`config.mk`:
```
export PLATFORM = sky130hd
export DESIGN_NAME = sisc_seq
export DESIGN_NICKNAME = d
export VERILOG_FILES = /design/src/rtl/sisc_seq.sv
export SDC_FILE = /design/constraint.sdc
export NUM_CORES = 1
export LEC_CHECK = 0
export ABC_AREA = 0
export CAP_MARGIN = 10
export CORE_MARGIN = 5
export CORE_UTILIZATION = 48
export CTS_CLUSTER_DIAMETER = 200
export DETAILED_ROUTE_END_ITERATION = 7
export PLACE_DENSITY = 0.81
export SETUP_SLACK_MARGIN = 0.4
export SLEW_MARGIN = 25
export SYNTH_ARGS = -nofsm -noshare
export SYNTH_HDL_FRONTEND = slang
export SYNTH_SLANG_ARGS = --single-unit
```
`constraint.sdc`:
```
create_clock -name clk -period 2.9 [get_ports clk]
set_input_delay 0.58 -clock clk [delete_from_list [all_inputs] [get_ports clk]]
set_output_delay 0.58 -clock clk [all_outputs]
set_load 0.02 [all_outputs]
```
`src/rtl/sisc_seq.sv`:
```
// Multi-cycle SISC instruction sequencer: owns pc, fetches over req/ack, steps DECODE/EXEC/WB.
// Latency 4 cycles per instruction at zero-wait memory; a FETCH stall holds req and address until ack.
module sisc_seq #(
    parameter int ADDR_W = 16
) (
    input  logic              clk,
    input  logic              rst_f,
    output logic              imem_req,
    output logic [ADDR_W-1:0] imem_addr,
    input  logic              imem_ack,
    input  logic [31:0]       imem_data,
    input  logic [3:0]        stat,
    output logic [31:0]       ir,
    output logic [ADDR_W-1:0] pc,
    output logic              rf_we,
    output logic [1:0]        alu_op,
    output logic              stat_en,
    output logic              wb_sel,
    output logic              rb_sel,
    output logic              halted
);

    typedef enum logic [2:0] {
        S_IDLE, S_FETCH, S_DECODE, S_EXEC, S_WB, S_HALT
    } state_t;

    state_t            r_state;
    logic [ADDR_W-1:0] r_pc;
    logic [31:0]       r_ir;
    logic              r_taken;
    logic              r_req;
    logic              r_rf_we;
    logic [1:0]        r_alu_op;
    logic              r_stat_en;
    logic              r_wb_sel;
    logic              r_rb_sel;
    logic              r_halted;

    logic [3:0]        w_op;
    logic [3:0]        w_mm;
    logic              w_is_alu;
    logic              w_is_clr;
    logic              w_is_br;
    logic              w_cond;
    logic [ADDR_W-1:0] w_target;

    assign w_op     = r_ir[31:28];
    assign w_mm     = r_ir[27:24];
    assign w_is_alu = (w_op == 4'h1) || (w_op == 4'h3);
    assign w_is_clr = (w_op == 4'h2);
    assign w_is_br  = (w_op == 4'h4) || (w_op == 4'h5);
    assign w_cond   = (w_mm == 4'h0) || ((stat & w_mm) != 4'h0);
    assign w_target = (w_op == 4'h4) ? r_ir[ADDR_W-1:0] : r_pc + r_ir[ADDR_W-1:0];

    // Controls are registered one state ahead so every output comes straight from a flop.
    always_ff @(posedge clk or negedge rst_f) begin
        if (!rst_f) begin
            r_state   <= S_IDLE;
            r_pc      <= '0;
            r_ir      <= '0;
            r_taken   <= 1'b0;
            r_req     <= 1'b0;
            r_rf_we   <= 1'b0;
            r_alu_op  <= 2'b00;
            r_stat_en <= 1'b0;
            r_wb_sel  <= 1'b0;
            r_rb_sel  <= 1'b0;
            r_halted  <= 1'b0;
        end else begin
            case (r_state)
                S_IDLE: begin
                    r_state <= S_FETCH;
                    r_req   <= 1'b1;
                end
                S_FETCH: begin
                    if (imem_ack) begin
                        r_ir     <= imem_data;
                        r_req    <= 1'b0;
                        r_rb_sel <= (imem_data[31:28] == 4'h3);
                        r_state  <= S_DECODE;
                    end
                end
                S_DECODE: begin
                    if (w_op == 4'hF) begin
                        r_halted <= 1'b1;
                        r_rb_sel <= 1'b0;
                        r_state  <= S_HALT;
                    end else begin
                        r_alu_op  <= w_is_alu ? w_mm[1:0] : 2'b00;
                        r_stat_en <= w_is_alu;
                        r_state   <= S_EXEC;
                    end
                end
                S_EXEC: begin
                    r_stat_en <= 1'b0;
                    r_rf_we   <= w_is_alu || w_is_clr;
                    r_wb_sel  <= w_is_clr;
                    r_taken   <= w_is_br && w_cond;
                    r_state   <= S_WB;
                end
                S_WB: begin
                    r_pc     <= r_taken ? w_target : r_pc + ADDR_W'(1);
                    r_taken  <= 1'b0;
                    r_rf_we  <= 1'b0;
                    r_wb_sel <= 1'b0;
                    r_alu_op <= 2'b00;
                    r_rb_sel <= 1'b0;
                    r_req    <= 1'b1;
                    r_state  <= S_FETCH;
                end
                S_HALT: begin
                    r_state <= S_HALT;
                end
                default: begin
                    r_state <= S_IDLE;
                end
            endcase
        end
    end

    assign imem_req  = r_req;
    assign imem_addr = r_pc;
    assign ir        = r_ir;
    assign pc        = r_pc;
    assign rf_we     = r_rf_we;
    assign alu_op    = r_alu_op;
    assign stat_en   = r_stat_en;
    assign wb_sel    = r_wb_sel;
    assign rb_sel    = r_rb_sel;
    assign halted    = r_halted;

endmodule

```
-- Word-level counts from Yosys, hierarchy flattened
Cells that the tools add are included.
- flip-flop bits (word level): 60
- word-level logic and storage cells: 67
- add/subtract/negate cells: 2
- equal/unequal tests: 15
- mux-type cells: 18
- bitwise logic cells: 1
- reduce and logical (&&, ||, !) cells: 20
- operators by type and width (cell ; number):
    2-to-1 mux 16 bit ; 2
    adder 16 x 1 -> 16 bit (second input constant) ; 1
    adder 16 bit ; 1
    one-hot mux 3 bit (5 select lines) ; 1
    == test 4 x 2 -> 1 bit (second input constant) ; 3
    one-hot mux 1 bit (2 select lines) ; 5
    AND reduction 2 bit ; 5
    == test 4 x 3 -> 1 bit (second input constant) ; 2
    nonzero test 2 bit ; 4
    == test 3 x 2 -> 1 bit (second input constant) ; 2
    == test 3 bit (second input constant) ; 2
    2-to-1 mux 3 bit ; 2
    inequality test 2 bit (second input constant) ; 3
    AND 4 bit ; 1
    == test 4 x 1 -> 1 bit (second input constant) ; 1
    == test 4 bit (second input constant) ; 1
    logical NOT 4 bit ; 1
    logical OR 1 bit ; 4
    2-to-1 mux 1 bit ; 4
    2-to-1 mux 2 bit ; 2
    one-hot mux 2 bit (2 select lines) ; 1
    nonzero test 4 bit ; 1
    == test 3 x 1 -> 1 bit (second input constant) ; 1
    logical NOT 3 bit ; 1
    5 further kinds ; 5

-- Longest topological paths before layout
- depth after elaboration: 5
- mapped depth: 8

-- Worst setup path after synthesis
OpenSTA, ideal clock, no wires.
- path type: register -> register
- start: reg r_pc[0], in the netlist imem_addr[0]
- end: reg r_pc[14], in the netlist imem_addr[14]
- data arrival time: 2.304 ns
- setup slack: 0.455 ns
- cell stages (with the launch flop): 9
- path buffers: 0
- clock period less this slack: 2.445 ns
- path through: dfrtp_1 -> ha_1 -> fa_1 -> a21o_1 -> a221o_1 -> a21oi_1 -> o21ai_0 -> xnor2_1 -> o221ai_1
- cells in the longest elaborated chain, start to end: 3
- ends and longest elaborated chain (what ; RTL line ; RTL):
    start: declaration ; 28 ; logic [ADDR_W-1:0] r_pc;
    start signal: assignment ; 102 ; r_pc <= r_taken ? w_target : r_pc + ADDR_W'(1);
    adder 16 bit ; 53 ; assign w_target = (w_op == 4'h4) ? r_ir[ADDR_W-1:0] : r_pc + r_ir[ADDR_W-1:0];
    2-to-1 mux 16 bit ; 53 ;
    2-to-1 mux 16 bit (*) ; 102 ;
Mark *: on every way between the ends. The rest lies on a longest branch, timed or not.
A chain may end at the register's enable or synchronous reset.

-- Worst setup path in the final report
- start: reg r_ir[0], in the netlist ir[0]
- end: reg r_pc[14], in the netlist imem_addr[14]
- cells in the longest elaborated chain, start to end: 3
- ends and longest elaborated chain (what ; RTL line ; RTL):
    start: declaration ; 29 ; logic [31:0] r_ir;
    start signal: assignment ; 77 ; r_ir <= imem_data;
    adder 16 bit ; 53 ;
    2-to-1 mux 16 bit ; 53 ;
    2-to-1 mux 16 bit ; 102 ;
No other way between the ends.

==> results by group <==
Outcome
  – Outcome: completed

Worst hold path
  – Worst hold path type: in2async

Logic synthesis
  – Main combinational cell family by area after synthesis: compound AO/OA/AOI/OAI gates
  – Avg Cell Area, Syn: 9.40 sq um
  – Share of the yosys chip area belonging to registers: 39.4%
  – Yosys top cell by area: dfrtp_1
  – Main synth FF type: dfrtp_1
  – Flop and latch count out of synthesis: 60
  – Post-Synthesis Cell Area: 3810 sq um
  – Mux contribution to synthesized area: 10.8%
  – Area share of fa/ha/maj cells after synthesis: 5.79%
  – Simple-gate portion of the synthesized area: 15.9%
  – Most frequent cell after synthesis: dfrtp_1
  – Unique masters post-synth: 56
  – Top cells by count, synth: 60 x dfrtp_1, 41 x nand2_1, 35 x a21oi_1
  – Largest cells by area after synthesis: dfrtp_1 39%, mux2_2 10%, ha_1 5.3%, a21oi_1 4.6%, nand2_1 4.0%
  – Ys Warns: 0
  – Post-Syn Nets: 461
  – Post-synthesis cell count: 405
  – Post-synth top area share: 39.4%
  – Xor/xnor cell area share of the yosys netlist: 2.53%
  – Synth Area in Compound Gates: 19.9%
  – EDFF count, synth: 0
  – Asr flop ratio synth: 100%

Routing
  – Iteration-0 DRC Markers: 175
  – Final wirelength: 10400 um
  – Drt first pass iters: 5
  – Antenna-violating nets left: 0
  – Routed WL per cell: 17.0 um
  – Vias: 3581
  – Post-route DRC: 0
  – DR vias/cell: 5.89

Power
  – Sw frac: 44.6%
  – P_int: 0.00391 W
  – Power share of the clock group: 13.4%
  – Peak VDD IR: 0.000634 V
  – Comb power frac: 61.5%
  – Pwr Density: 1370 nW/um^2
  – Flop pwr share: 25.1%
  – Sw Pwr: 0.00314 W
  – Lkg Pwr: 2.10 nW

Critical path
  – Arrival time at the worst endpoint: 2590 ps
  – Crit-path max cell delay: 410 ps
  – Reg2reg end: imem_addr[14]
  – Worst Reg-to-Reg Cells: 8
  – Stages on worst setup path: 8
  – CP cell instances: ha_1, fa_2, a21o_1, a221o_1, a21oi_2, o21ai_0, xnor2_1, o221ai_1
  – Max stage delay cell, worst path: dfrtp_1
  – Peak fanout along the critical path: 4
  – Reg2reg start: ir[0]
  – Nature of the critical path endpoint: flip-flop
  – R2R setup slack: 510 ps
  – Worst Path Buf+Inv: 0
  – Crit Path Category: reg2reg
  – CP top delay family: compound AO/OA/AOI/OAI gates
  – Worst EP required: 3100 ps
  – Critical Path Start Type: flip-flop

Timing
  – Fin crit share: 82.4%
  – Final worst setup slack: 509 ps
  – Minimum clock period: 2390 ps
  – Unrepaired setup endpoints after global routing: yes
  – Endpoints failing setup: 0
  – Worst clock skew: 7.13 ps
  – Fmax: 418 MHz
  – Setup TNS Final: 0 ps
  – Worst slew pin tran: 782 ps
  – Slew HR: 47.9%
  – Final Max Slew Viols: 0
  – Final Hold Vio Count: 0

Cells and area
  – Finished Core Util: 66.8%
  – Fill count: 614
  – Share of post-route cells with drive strength above 1: 14.0%
  – Register area: 1500 sq um
  – Final Instance Count excl. Fillers: 608
  – Layout Nets: 557
  – Diode count: 0
  – Layout area overhead: 35.7%
  – Multi-input gate area: 2110 sq um

Die
  – Initial core utilization: 49.3%
  – Die Ht: 99.0 um
  – IO Pins: 111
  – Die ar.: 9810 sq um
  – Rows: 32
  – Core area: 7730 sq um
  – Die X: 99.0 um

Clock tree
  – Hold_buf cts: 0
  – Clk sinks: 60
  – H-tree levels: 3
  – Clock latency on the worst-skew pair: 340 ps
  – TritonCTS Buffers: 9
  – Reg clk slew, reported paths: 70 ps
  – Root Driver: clkbuf_8
  – Worst-case clock buffer depth: 2
  – TritonCTS clock tree: done

Global routing
  – Pin count of the biggest net entering global routing: 61
  – First-pass GRT wire length: 17100 um
  – GRT Total Usage: 21.4%
  – Number of global-route vias before repair: 3561
  – Overflow after GRT: 0
  – Initial antenna violation count: 0

Placed design
  – IO Port Bufs: 110
  – Dpl ws: 256 ps
  – Global placer's final weighted congestion: 0.884
  – Placed cells: 591
  – Detail Placement HPWL: 7490 um

Flow run
  – Max_cap viols: 0
## through the flow
stage / total power (W) / cell area (sq um) / hold WS [ps]
3_5_place_dp: 0.00605 / 4890 / 446
2_1_floorplan: 0.00459 / 3810 / 284
6_report: 0.00705 / 5160 / 391
5_1_grt: 0.00757 / 5160 / 459
4_1_cts: 0.00705 / 5150 / 432
3_3_place_gp: 0.00593 / 4890 / 449
## cell families (layout without fill, tap and decap cells)
family / Yosys count / count (layout)
and+or+nand+nor: 124 / 124
AOI/OAI and AO/OA: 118 / 118
DFF: 60 / 60
buffers and inverters: 38 / 139
muxes: 37 / 37
adders and majority gates: 17 / 17
xor gates and xnor gates: 11 / 11
## layout make-up
type	instances	share of cell area [%]
clock inverters	6	2.16
well taps	102	2.47
clock buffers	10	2.66
multi-input cells	307	40.8
repair buffers	118	22.4
inverters	5	0.363
flip-flops and latches	60	29.1
## sequential cells by signal, summed over array words and instances, names as in the netlist
name and count:
r_taken 1, imem_req 1, rb_sel 1, halted 1, rf_we 1, alu_op 2, ir 32, stat_en 1
r_state 3, imem_addr 16, wb_sel 1
## worst max-delay path by stage
stage	start	endpoint	slack [ps]
6_report	ir[0]	imem_addr[14]	510
4_1_cts	ir[0]	imem_addr[14]	440
2_1_floorplan	imem_addr[0]	imem_addr[14]	450
5_1_grt	imem_addr[2]	imem_addr[15]	380
3_5_place_dp	imem_addr[0]	imem_addr[14]	260
3_3_place_gp	imem_addr[0]	imem_addr[14]	330
## power by group through the flow
| stage | combinational [W] | sequential, W | clock (W) |
|---|---|---|---|
| floorplan | 0.00250 | 0.00209 | 0 |
| global placement | 0.00418 | 0.00175 | 0 |
| global route | 0.00471 | 0.00186 | 0.00101 |
| CTS | 0.00432 | 0.00176 | 0.000963 |
| finish | 0.00434 | 0.00177 | 0.000947 |
| detailed placement | 0.00427 | 0.00178 | 0 |
## placed cells by master (no fill, tap or decap), types with 5 or more instances in the layout
master | netlist | routed
a21o_1 | 7 | 7
a21oi_1 | 35 | 33
a22oi_1 | 5 | 5
a31oi_1 | 7 | 7
buf_4 | 16 | 8
clkbuf_8 | 0 | 10
clkdlybuf4s50_1 | 0 | 109
dfrtp_1 | 60 | 58
ha_1 | 16 | 15
inv_1 | 5 | 5
mux2_2 | 34 | 34
nand2_1 | 41 | 41
nand3_1 | 10 | 10
nand4_1 | 6 | 6
nor2_1 | 29 | 29
nor3_1 | 7 | 7
o21ai_0 | 28 | 28
o22ai_1 | 5 | 5
xnor2_1 | 7 | 7
## what timing repair did
item / CTS / global route
pin swaps: 1 / 1
buffers inserted: 1 / 0
endpoints found under the hold margin: 0 / 0
setup endpoints to repair: 2 / 4
resized for setup: 2 / 5
## routing by layer
| layer | wire, um | share of wire [%] | up-vias | global-route usage [%] |
|---|---|---|---|---|
| met1 | 4300 | 42 | 1732 | 28.1 |
| li1 | - | - | 1681 | - |
| met3 | 987 | 9.5 | 14 | 6.09 |
| met2 | 4950 | 48 | 154 | 33.9 |
| met5 | 0 | 0 | - | 0 |
| met4 | 114 | 1.1 | 0 | 7.14 |
## worst register-to-register path: stages (launching register included)
cell	delay, ps
dfrtp_1	410
ha_1	230
fa_2	360
a21o_1	230
a221o_1	350
a21oi_2	240
o21ai_0	150
xnor2_1	150
o221ai_1	130
No activity file was read; power rests on OpenSTA's default activity.
